===== config.mk =====
export PLATFORM = sky130hd
export DESIGN_NAME = vx_tcu_fedp_ctrl
export DESIGN_NICKNAME = d
export VERILOG_FILES = /design/src/rtl/vx_tcu_fedp_ctrl.sv
export SDC_FILE = /design/constraint.sdc
export NUM_CORES = 1
export LEC_CHECK = 0
export BUFFER_PORTS_ARGS = -buffer_cell sky130_fd_sc_hd__buf_2
export CORE_UTILIZATION = 40
export CTS_CLUSTER_DIAMETER = 50
export DETAILED_ROUTE_END_ITERATION = 8
export GPL_ROUTABILITY_DRIVEN = 1
export HOLD_SLACK_MARGIN = 0.05
export MAX_ROUTING_LAYER = met4
export PLACE_DENSITY_LB_ADDON = 0.1
export SYNTH_ARGS = -nofsm -noshare
export SYNTH_HDL_FRONTEND = slang
export SYNTH_SLANG_ARGS = --single-unit

===== constraint.sdc =====
create_clock -name clk -period 3 [get_ports clk]
set_clock_uncertainty 0.1 [all_clocks]
set_input_delay 0 -clock clk [delete_from_list [all_inputs] [get_ports clk]]
set_output_delay 0 -clock clk [all_outputs]
set_load 0.02 [all_outputs]

===== src/rtl/vx_tcu_fedp_ctrl.sv =====
// Credit-based issue/response controller for a fixed-latency dot-product
// pipeline. Each issue is tracked through a LATENCY-deep valid+tag shift
// register; when it reaches the tail the pipeline result is captured into a
// DEPTH-entry response FIFO. Credits (in flight + buffered) cap outstanding
// work at DEPTH, so the pipeline never needs to stall.
module vx_tcu_fedp_ctrl #(
    parameter int LATENCY   = 10,
    parameter int DEPTH     = 4,
    parameter int TAG_WIDTH = 8
) (
    input  logic                 clk,
    input  logic                 reset,
    input  logic                 req_valid,
    input  logic [TAG_WIDTH-1:0] req_tag,
    output logic                 req_ready,
    output logic                 fedp_enable,
    input  logic [31:0]          fedp_d_val,
    output logic                 rsp_valid,
    output logic [31:0]          rsp_data,
    output logic [TAG_WIDTH-1:0] rsp_tag,
    input  logic                 rsp_ready,
    output logic                 busy
);

    localparam int CW = $clog2(DEPTH + 1);
    localparam int PW = $clog2(DEPTH);

    logic                 r_run;
    logic [CW-1:0]        r_credit;
    logic [LATENCY-1:0]   r_sr_vld;
    logic [TAG_WIDTH-1:0] r_sr_tag [LATENCY];
    logic [PW-1:0]        r_wr_ptr;
    logic [PW-1:0]        r_rd_ptr;
    logic [CW-1:0]        r_fifo_cnt;
    logic [31:0]          r_mem_data [DEPTH];
    logic [TAG_WIDTH-1:0] r_mem_tag  [DEPTH];

    logic                 w_issue;
    logic                 w_pop;
    logic                 w_tail_vld;
    logic [TAG_WIDTH-1:0] w_tail_tag;

    function automatic logic [PW-1:0] ptr_inc(input logic [PW-1:0] p);
        return (p == PW'(DEPTH - 1)) ? '0 : p + PW'(1);
    endfunction

    // r_run is cleared by reset and set on the first clock after release,
    // which gates req_ready and fedp_enable low throughout reset.
    assign req_ready   = r_run && (r_credit < CW'(DEPTH));
    assign fedp_enable = r_run;
    assign busy        = (r_credit != '0);
    assign rsp_valid   = (r_fifo_cnt != '0);

    assign w_issue    = req_valid && req_ready;
    assign w_pop      = rsp_valid && rsp_ready;
    assign w_tail_vld = r_sr_vld[LATENCY-1];
    assign w_tail_tag = r_sr_tag[LATENCY-1];

    // Head read is combinational so an entry written into an empty FIFO is
    // presented on the very next cycle.
    assign rsp_data = r_mem_data[r_rd_ptr];
    assign rsp_tag  = r_mem_tag[r_rd_ptr];

    // Run flag: low in reset, high from the first clock afterwards.
    always_ff @(posedge clk or posedge reset) begin
        if (reset) r_run <= 1'b0;
        else       r_run <= 1'b1;
    end

    // Credit counter: +1 on issue, -1 on pop, hold when both or neither.
    always_ff @(posedge clk or posedge reset) begin
        if (reset) begin
            r_credit <= '0;
        end else if (w_issue && !w_pop) begin
            r_credit <= r_credit + CW'(1);
        end else if (!w_issue && w_pop) begin
            r_credit <= r_credit - CW'(1);
        end
    end

    // Shift-register head stage: valid loaded with the issue strobe.
    always_ff @(posedge clk or posedge reset) begin
        if (reset) r_sr_vld[0] <= 1'b0;
        else       r_sr_vld[0] <= w_issue;
    end

    // Tags need no reset; they are only meaningful alongside a valid bit.
    always_ff @(posedge clk) begin
        r_sr_tag[0] <= req_tag;
    end

    // Remaining shift stages advance unconditionally every cycle.
    generate
        for (genvar gi = 1; gi < LATENCY; gi++) begin : g_stage
            // Valid bit of stage gi.
            always_ff @(posedge clk or posedge reset) begin
                if (reset) r_sr_vld[gi] <= 1'b0;
                else       r_sr_vld[gi] <= r_sr_vld[gi-1];
            end
            // Tag of stage gi.
            always_ff @(posedge clk) begin
                r_sr_tag[gi] <= r_sr_tag[gi-1];
            end
        end
    endgenerate

    // FIFO pointers and occupancy; write and pop may coincide at any level.
    always_ff @(posedge clk or posedge reset) begin
        if (reset) begin
            r_wr_ptr   <= '0;
            r_rd_ptr   <= '0;
            r_fifo_cnt <= '0;
        end else begin
            if (w_tail_vld) r_wr_ptr <= ptr_inc(r_wr_ptr);
            if (w_pop)      r_rd_ptr <= ptr_inc(r_rd_ptr);
            if (w_tail_vld && !w_pop)      r_fifo_cnt <= r_fifo_cnt + CW'(1);
            else if (!w_tail_vld && w_pop) r_fifo_cnt <= r_fifo_cnt - CW'(1);
        end
    end

    // FIFO storage: capture the pipeline result when the tail is valid.
    always_ff @(posedge clk) begin
        if (w_tail_vld) begin
            r_mem_data[r_wr_ptr] <= fedp_d_val;
            r_mem_tag[r_wr_ptr]  <= w_tail_tag;
        end
    end

    // The credit scheme must make a write into a full FIFO impossible.
    a_no_overflow : assert property (@(posedge clk) disable iff (reset)
        !(w_tail_vld && (r_fifo_cnt == CW'(DEPTH)) && !w_pop));

endmodule


==> results_dict.tcl, run 1 <==
set metrics [dict create \
    finalSetupTns_ns 0 \
    grt_max_degree 44 \
    grt_pass1_wl_um 20890 \
    final_area_um2 10470 \
    end_kind "output port" \
    max_freq_mhz 396.4 \
    htree_levels 1 \
    ant_nets 0 \
    clock_sinks 261 \
    path_clk_slew_ns 0.06 \
    startpoint_type "flop" \
    final_max_slew_viol_count 0 \
    cp_max_fo 43 \
    hold_viol_final 0 \
    rsz0062_at_grt "no" \
    viasPerCell 4.529 \
    vias 3664 \
    dp.cells 706 \
    dp.final_hpwl_um 7213 \
    final_layout_size_suffix_gt1_frac 0.3469 \
    hold_class "primary input to asynchronous set/reset pin" \
    grt_pass1_vias 3933 \
    arrival_ns 2.42 \
    required_ns 2.90 \
    clk_path_buf_depth 3 \
    synth_cells 353 \
    drc 0 \
    firstDrtPassIters 4 \
    io_buffers 87 \
    status "finished clean" \
    overflow 0 \
    die_h_um 146.0 \
    cp_slowest_cell "dfrtp_4" \
    ios 88 \
    cts_root_buf "clkbuf_16" \
    cts_buffers 28 \
    period_share 0.8408 \
    synth_cell_type_count 25 \
    core_um2 20300 \
    core.rowCount 52 \
    synth-seq-cells 261 \
    final_cells 809 \
    syn-num-nets 406 \
    hold_slack_ns 0.09480 \
    gp_congestion 0.6725 \
    maxCapViolCount 0 \
    clock_latency_ns 0.53 \
    fin_crit_ns 2.523 \
    cts_resized 0 \
    antenna_found_initial 0 \
    wl_um 13020 \
    finalSetupViolCount 0 \
    max_stage_delay_ns 1.02 \
    p_leak_nw 3.858 \
    antennaDiodeCount 0 \
    placed_cell_area_um2 9036 \
    criticalPathCategory "flop to output port" \
    critPathBufInv 1 \
    nets 570 \
    ir_worst_vdd_uv 461.9 \
    dieWidth_um 146.0 \
    dieArea_um2 21320 \
    cp_top_family "flip-flops" \
    worstPathCellList "mux4_1 > buf_2" \
    maxSlewHeadroom 0.4024 \
    grt_usage 0.1322 \
    first_iter_violations 180 \
    seq_area_frac_synth 0.8353 \
    wire_per_inst_um 16.09 \
    initial_utilization 0.4088 \
    syn_to_final_growth_pct 26.19 \
    avgSynthCellArea_um2 23.51 \
    power.density_nw_per_um2 927.4 \
    worst_slew_pin_slew_ns 0.8964 \
    synth_area_um2 8298 \
    ys_warn_count 0 \
    fillCellCount 1698 \
    cts_tree "done" \
]
-- report_power, final --
part,leakage (nW),switching (mW),internal [mW]
registers,2.38,0.340,4.13
logic,1.02,0.964,0.931
clock network,0.459,1.34,2.01
total,3.86,2.64,7.07
-- per-layer routing --
metal	share of wire	vias up	track usage	wire length [um]
met3	0.043	35	0.02688	556
met1	0.45	1840	0.1713	5888
met5	0	-	-	0
met4	0.033	0	0.05104	433
met2	0.47	87	0.2062	6141
li1	-	1702	-	-
-- worst paths after layout --
check	cells past startpoint	to	slack [ns]	startpoint
setup reg to reg	8	r_fifo_cnt[2]$_DFFE_PP0P_	0.81	r_fifo_cnt[0]$_DFFE_PP0P_
max in group asynchronous	3	r_rd_ptr[0]$_DFFE_PP0P_	2.11	reset
setup / recovery	2	rsp_tag[7]	0.48	r_rd_ptr[0]$_DFFE_PP0P_
hold reg to reg	0	r_sr_tag[9][2]$_DFF_P_	0.22	r_sr_tag[8][2]$_DFF_P_
min in group clk	2	r_mem_data[3][23]$_DFFE_PP_	0.13	fedp_d_val[23]
hold / removal	3	r_sr_vld[8]$_DFF_PP0_	0.09	reset
-- Yosys cell counts, drive strengths merged --
cell,number,area (um2)
nand2,2,10.01
clkbuf,1,3.750
nor2,3,11.26
and2,5,31.28
edfxtp,160,4805
or3,2,17.52
buf,9,111.4
dfrtp,21,525.5
nand3,1,5.000
ha,7,87.58
o21ai,2,10.01
mux4,40,908.4
inv,6,22.52
fa,2,40.04
nor2b,1,6.260
xor2,4,35.03
xnor2,2,17.52
mux2,4,45.04
conb,1,3.750
dfxtp,80,1602
-- cell type report --
cell class,instances,area (um2),share of cell area
clock buffers,39,782.0,0.07468
clock inverters,13,142.6,0.01362
inverters,6,22.52,0.002151
multi-input cells,76,1234,0.1178
flip-flops and latches,261,6937,0.6624
well taps,270,337.8,0.03226
repair buffers,144,1016,0.09702
-- through the flow --
| stage | util | power [mW] | setup slack [ns] |
|---|---|---|---|
| floorplan | - | 5.904 | 0.8099 |
| global placement | 0.4451 | 6.409 | 0.8862 |
| detailed placement | 0.4451 | 6.448 | 0.8317 |
| CTS | 0.5158 | 9.882 | 0.3781 |
| global route | 0.5158 | 10.17 | 0.3067 |
| finish | 0.5158 | 9.711 | 0.4775 |
-- flip-flops by register name, summed over array words and instances, names as in the netlist --
register / flops
w_tail_vld: 1
r_rd_ptr: 2
r_fifo_cnt: 3
r_sr_vld: 9
r_credit: 3
fedp_enable: 1
r_mem_data: 128
r_sr_tag: 80
r_wr_ptr: 2
r_mem_tag: 32
-- kinds of logic after synthesis --
family,synth area share
other,0.0004519
XOR/XNOR,0.006333
AND/OR/NAND/NOR,0.009801
buffers and inverters,0.01659
flip-flops,0.8353
adder cells (fa/ha/maj),0.01538
AO/OA/AOI/OAI,0.001206
multiplexers,0.1149
-- cells in the final DEF, fill, tap and decap left out, drive strengths merged --
cell	instances
mux2	4
nor2b	1
xor2	4
fa	2
clkbuf	39
bufinv	2
clkinv	5
mux4	40
edfxtp	160
nand2	2
nand3	1
xnor2	2
buf	93
dlygate4sd3	51
ha	7
dfrtp	21
dfxtp	80
inv	12
and2	5
o21ai	2
conb	1
or3	2
nor2	3
-- worst register-to-register path, delay by kind of cell, from the launching register on --
family,cells,cell delay (ns)
buf+inv,1,0.07
fa+ha+maj,2,0.58
simple gates,3,0.62
xor+xnor,2,0.34
flops,1,0.42
-- what timing repair did --
item,4_1_cts,5_1_grt
hold buffers,51,0
buffers inserted,0,0
endpoints found under the setup margin,0,0
endpoints found under the hold margin,166,0
Power figures use the tool's default switching activity.
==> inputs of run 2 (changes only) <==
clock period = 2.43 ns   (was 3 ns; I/O delays follow)
==> run 2 against run 1 <==
  * Sequential power increased by 20%
  * Critical path depth rose by 6
  * Via count up 1.5%
  * Cell count up 0.49%
  * Non-clock buffer count increased by 4
  * Highest routed layer unchanged
==> results_dict.tcl, run 2 (synthesis results as in run 1) <==
set metrics [dict create \
    final_layout_size_suffix_gt1_frac 0.3517 \
    syn_to_final_growth_pct 26.64 \
    cp_top_family "simple AND/OR/NAND/NOR gates" \
    first_iter_violations 105 \
    p_leak_nw 3.874 \
    met2_usage 0.2148 \
    initial_utilization 0.4088 \
    ios 88 \
    r2r-end "r_fifo_cnt[2]$_DFFE_PP0P_" \
    largest_register_ffs 128 \
    max_stage_delay_ns 0.41 \
    clock_sinks 261 \
    dieArea_um2 21320 \
    status "finished clean" \
    overflow 0 \
    rrSetupSlack_ns 0.22 \
    worstSetupPathDepth 8 \
    core.rowCount 52 \
    cts_buffers 28 \
    hold_class "primary input to asynchronous set/reset pin" \
    startpoint_type "flop" \
    end_kind "flop" \
    antennaDiodeCount 0 \
    path_clk_slew_ns 0.06 \
    use_met1 0.1624 \
    nets 574 \
    reg2reg_depth 8 \
    rr_startpoint "r_fifo_cnt[0]$_DFFE_PP0P_" \
    clock_latency_ns 0.52 \
    wl_um 13370 \
    firstDrtPassIters 4 \
    met3_usage 0.02656 \
    clk_path_buf_depth 3 \
    maxCapViolCount 0 \
    grt_busiest_layer "met2" \
    finalSetupViolCount 0 \
    reg_top3 "r_mem_data: 128 flops, r_sr_tag: 80 flops, r_mem_tag: 32 flops" \
    layout.cells.most_common_list "160 x edfxtp_1, 87 x buf_2, 80 x dfxtp_1, 51 x dlygate4sd3_1, 38 x mux4_2" \
    pre_cts_ws_ns 0.2419 \
    period_share 0.9075 \
    worstPathCellList "or3_4 > nand2_2 > ha_1 > inv_1 > fa_1 > xor2_1 > nor2_1 > xor2_1" \
    arrival_ns 2.54 \
    worst_slew_pin_slew_ns 0.7847 \
    critPathBufInv 1 \
    final_cells 813 \
    cts_tree "done" \
    viasPerCell 4.573 \
    max_freq_mhz 453.5 \
    htree_levels 1 \
    dp.final_hpwl_um 7340 \
    dieWidth_um 146.0 \
    wire_per_inst_um 16.44 \
    vias 3718 \
    rsz0062_at_grt "no" \
    regMostFlops "r_mem_data" \
    fin_crit_ns 2.205 \
    antenna_found_initial 0 \
    grt_pass1_vias 3943 \
    ant_nets 0 \
    final_max_slew_viol_count 0 \
    drc 0 \
    io_buffers 87 \
    hold_viol_final 0 \
    dp.cells 709 \
    grt_max_degree 35 \
    grt_pass1_wl_um 20750 \
    cp_max_fo 4 \
    layout_commonest_cell "edfxtp_1" \
    cts_root_buf "clkbuf_16" \
    grt_usage 0.1308 \
    maxSlewHeadroom 0.4763 \
    ir_worst_vdd_uv 764.4 \
    required_ns 2.77 \
    path_common_cell "xor2_1" \
    core_um2 20300 \
    timing.final.ws_setup_ns 0.2248 \
    finalSetupTns_ns 0 \
    power.density_nw_per_um2 1134 \
    cp_slowest_cell "dfrtp_1" \
    criticalPathCategory "flop to flop" \
    die_h_um 146.0 \
    gp_congestion 0.6890 \
]
run 2: layer usage:
layer / routed length [um] / up-vias
li1: - / 1704
met1: 5936 / 1893
met2: 6530 / 91
met3: 592 / 30
met4: 308 / 0
met5: 0 / -
run 2: cell type report:
class / count / area [um2]
repair buffers: 148 / 1089
flip-flops and latches: 261 / 6937
clock inverters: 15 / 81.33
inverters: 6 / 22.52
fillers: 1664 / 9791
well taps: 270 / 337.8
clock buffers: 37 / 808.3
multi-input cells: 76 / 1234
run 2: worst max-delay path by stage:
stage / slack, ns / to / startpoint
5_1_grt: 0.1 / r_fifo_cnt[2]$_DFFE_PP0P_ / r_fifo_cnt[0]$_DFFE_PP0P_
3_3_place_gp: 0.30 / r_fifo_cnt[2]$_DFFE_PP0P_ / r_fifo_cnt[0]$_DFFE_PP0P_
6_report: 0.22 / r_fifo_cnt[2]$_DFFE_PP0P_ / r_fifo_cnt[0]$_DFFE_PP0P_
2_1_floorplan: 0.24 / r_credit[2]$_DFFE_PP0P_ / fedp_enable$_DFF_PP0_
4_1_cts: 0.02 / rsp_data[2] / r_rd_ptr[0]$_DFFE_PP0P_
3_5_place_dp: 0.24 / r_fifo_cnt[2]$_DFFE_PP0P_ / r_fifo_cnt[0]$_DFFE_PP0P_
run 2: metrics by stage:
stage	instance area, um2	utilization	power [mW]	hold WS, ns
2_1_floorplan	8298	-	7.289	-0.1235
3_3_place_gp	9084	0.4475	7.982	0.001962
3_5_place_dp	9084	0.4475	8.032	0.004542
4_1_cts	10480	0.5165	12.09	0.1048
5_1_grt	10510	0.5177	12.47	0.1259
6_report	10510	0.5177	11.92	0.08374
run 2: worst register-to-register path: cells and delay by family (launching register included):
kind                     cells  cell delay [ns]
XOR/XNOR                     2             0.34
buffers and inverters        1             0.07
adder cells (fa/ha/maj)      2             0.57
flip-flops                   1             0.41
AND/OR/NAND/NOR              3             0.63
run 2: what timing repair did:
action | in CTS | in global routing
setup buffers | 0 | 1
endpoints found under the hold margin | 166 | 0
hold buffers | 51 | 0
gates resized for setup | 0 | 0
setup endpoints to repair | 0 | 19
run 2: power breakdown:
group	leakage, nW	internal (mW)	total (mW)	switching (mW)
Clock	0.440	2.34	3.95	1.61
Combinational	1.05	1.24	2.60	1.36
Sequential	2.38	5.10	5.37	0.276
==> inputs of run 3 (changes only) <==
CORE_UTILIZATION = 30   (was 40)
==> run 3 against run 2 <==
  * Total power rose by 5.8%
  * Die area is 33% higher
  * Global-route usage shrank 2.3 points
  * Critical path type is now flop to output port
  * Maximum frequency is 1.8% lower
==> results_dict.tcl, run 3 (synthesis results as in run 1) <==
set metrics [dict create \
    first_iter_violations 148 \
    cts_tree "done" \
    critPathBufInv 2 \
    seqCellArea_um2 6937 \
    hold_slack_ns 0.09792 \
    gp_congestion 0.6783 \
    wire_per_inst_um 16.18 \
    rr_startpoint "r_fifo_cnt[0]$_DFFE_PP0P_" \
    crit_end "rsp_data[31]" \
    required_ns 2.33 \
    htree_levels 1 \
    dieWidth_um 168.3 \
    drc 0 \
    p_leak_nw 3.967 \
    viasPerCell 4.180 \
    hold_viol_final 0 \
    worstSetupPathDepth 3 \
    core.rowCount 60 \
    cp_max_fo 19 \
    clock_latency_ns 0.55 \
    r2r-end "r_fifo_cnt[2]$_DFFE_PP0P_" \
    layout.cells.most_common_list "160 x edfxtp_1, 87 x buf_2, 80 x dfxtp_1, 52 x dlygate4sd3_1, 38 x mux4_2" \
    fillCellCount 2481 \
    grt_pass1_vias 3989 \
    worst_slew_pin_slew_ns 0.7886 \
    ios 88 \
    period_share 0.9244 \
    final_layout_size_suffix_gt1_frac 0.3625 \
    max_stage_delay_ns 0.75 \
    finalSetupTns_ns 0 \
    firstDrtPassIters 4 \
    layout_commonest_cell "edfxtp_1" \
    fin_crit_ns 2.246 \
    clk_path_buf_depth 3 \
    regMostFlops "r_mem_data" \
    status "finished clean" \
    criticalPathCategory "flop to output port" \
    clock_sinks 261 \
    finalSetupViolCount 0 \
    nets 578 \
    ir_worst_vdd_uv 464.5 \
    cp_slowest_cell "dfrtp_2" \
    reg_top3 "r_mem_data: 128 flops, r_sr_tag: 80 flops, r_mem_tag: 32 flops" \
    overflow 0 \
    worstPathCellList "buf_4 > mux4_1 > buf_2" \
    cts_root_buf "clkbuf_16" \
    startpoint "r_rd_ptr[1]$_DFFE_PP0P_" \
    grt_pass1_wl_um 22710 \
    ant_nets 0 \
    path_clk_slew_ns 0.06 \
    max_freq_mhz 445.2 \
    io_buffers 87 \
    grt_max_degree 41 \
    initial_utilization 0.3070 \
    vias 3720 \
    rsz0062_at_grt "no" \
    dieArea_um2 28330 \
    antenna_found_initial 0 \
    dp.final_hpwl_um 7905 \
    final_max_slew_viol_count 0 \
    cp_top_family "flip-flops" \
    maxSlewHeadroom 0.4737 \
    grt_usage 0.1081 \
    wl_um 14400 \
    rrSetupSlack_ns 0.22 \
    die_h_um 168.3 \
    syn_to_final_growth_pct 30.49 \
    cts_buffers 30 \
    multi_input_area_um2 1234 \
    power.density_nw_per_um2 1164 \
    hold_class "primary input to flop" \
    startpoint_type "flop" \
    arrival_ns 2.15 \
    maxCapViolCount 0 \
    end_kind "output port" \
    core_um2 27030 \
    reg2reg_depth 8 \
    largest_register_ffs 128 \
    antennaDiodeCount 0 \
]
-- run 3: final cells by class --
class / instances / share of cell area
Clock buffer: 45 / 0.08690
Clock inverter: 11 / 0.01121
Tap cell: 341 / 0.03940
Multi-Input combinational cell: 76 / 0.1139
Inverter: 6 / 0.002080
Sequential cell: 261 / 0.6406
Timing Repair Buffer: 150 / 0.1058
-- run 3: report_power, final --
group / internal, mW / leakage, nW / switching, mW
registers: 5.10 / 2.38 / 0.287
clock network: 2.80 / 0.518 / 1.75
logic: 1.26 / 1.07 / 1.41
-- run 3: worst min path at each step --
stage,endpoint,depth (start not counted),slack (ns),from
floorplan,fedp_enable$_DFF_PP0_,1,-0.12,reset
global placement,r_sr_tag[0][5]$_DFF_P_,1,0.002,req_tag[5]
detailed placement,r_sr_tag[0][6]$_DFF_P_,1,0.004,req_tag[6]
CTS,r_mem_data[3][3]$_DFFE_PP_,2,0.07,fedp_d_val[3]
global route,r_mem_data[3][4]$_DFFE_PP_,2,0.08,fedp_d_val[4]
finish,r_mem_data[1][3]$_DFFE_PP_,2,0.1,fedp_d_val[3]
-- run 3: metrics by stage --
step	cells	area (um2)	setup slack, ns	power [mW]	util
floorplan	353	8298	0.2399	7.289	-
global placement	781	9230	0.2988	8.082	0.3415
detailed placement	781	9230	0.2368	8.134	0.3415
CTS	890	10830	0.1060	12.87	0.4006
global route	890	10830	0.05033	13.25	0.4006
finish	890	10830	0.1837	12.61	0.4006
-- run 3: worst register-to-register path: stages (launching register included) --
cell     delay (ns)
dfrtp_1        0.42
or3_4          0.39
nand2_2        0.13
ha_1           0.22
inv_1          0.07
fa_1           0.37
xor2_1         0.17
nor2_1         0.12
xor2_1         0.15
-- run 3: metal layers --
layer / up-vias / track usage / part of all wire
met5: - / - / 0
met4: 0 / 0.03597 / 0.024
met3: 27 / 0.02398 / 0.053
met2: 96 / 0.1642 / 0.46
met1: 1883 / 0.1438 / 0.47
li1: 1714 / - / -
-- run 3: timing repair --
item                       CTS  global route
setup endpoints to repair   22             0
gates resized for setup      0             0
hold buffers                52             0
setup buffers                1             0
hold endpoints to repair   166             0
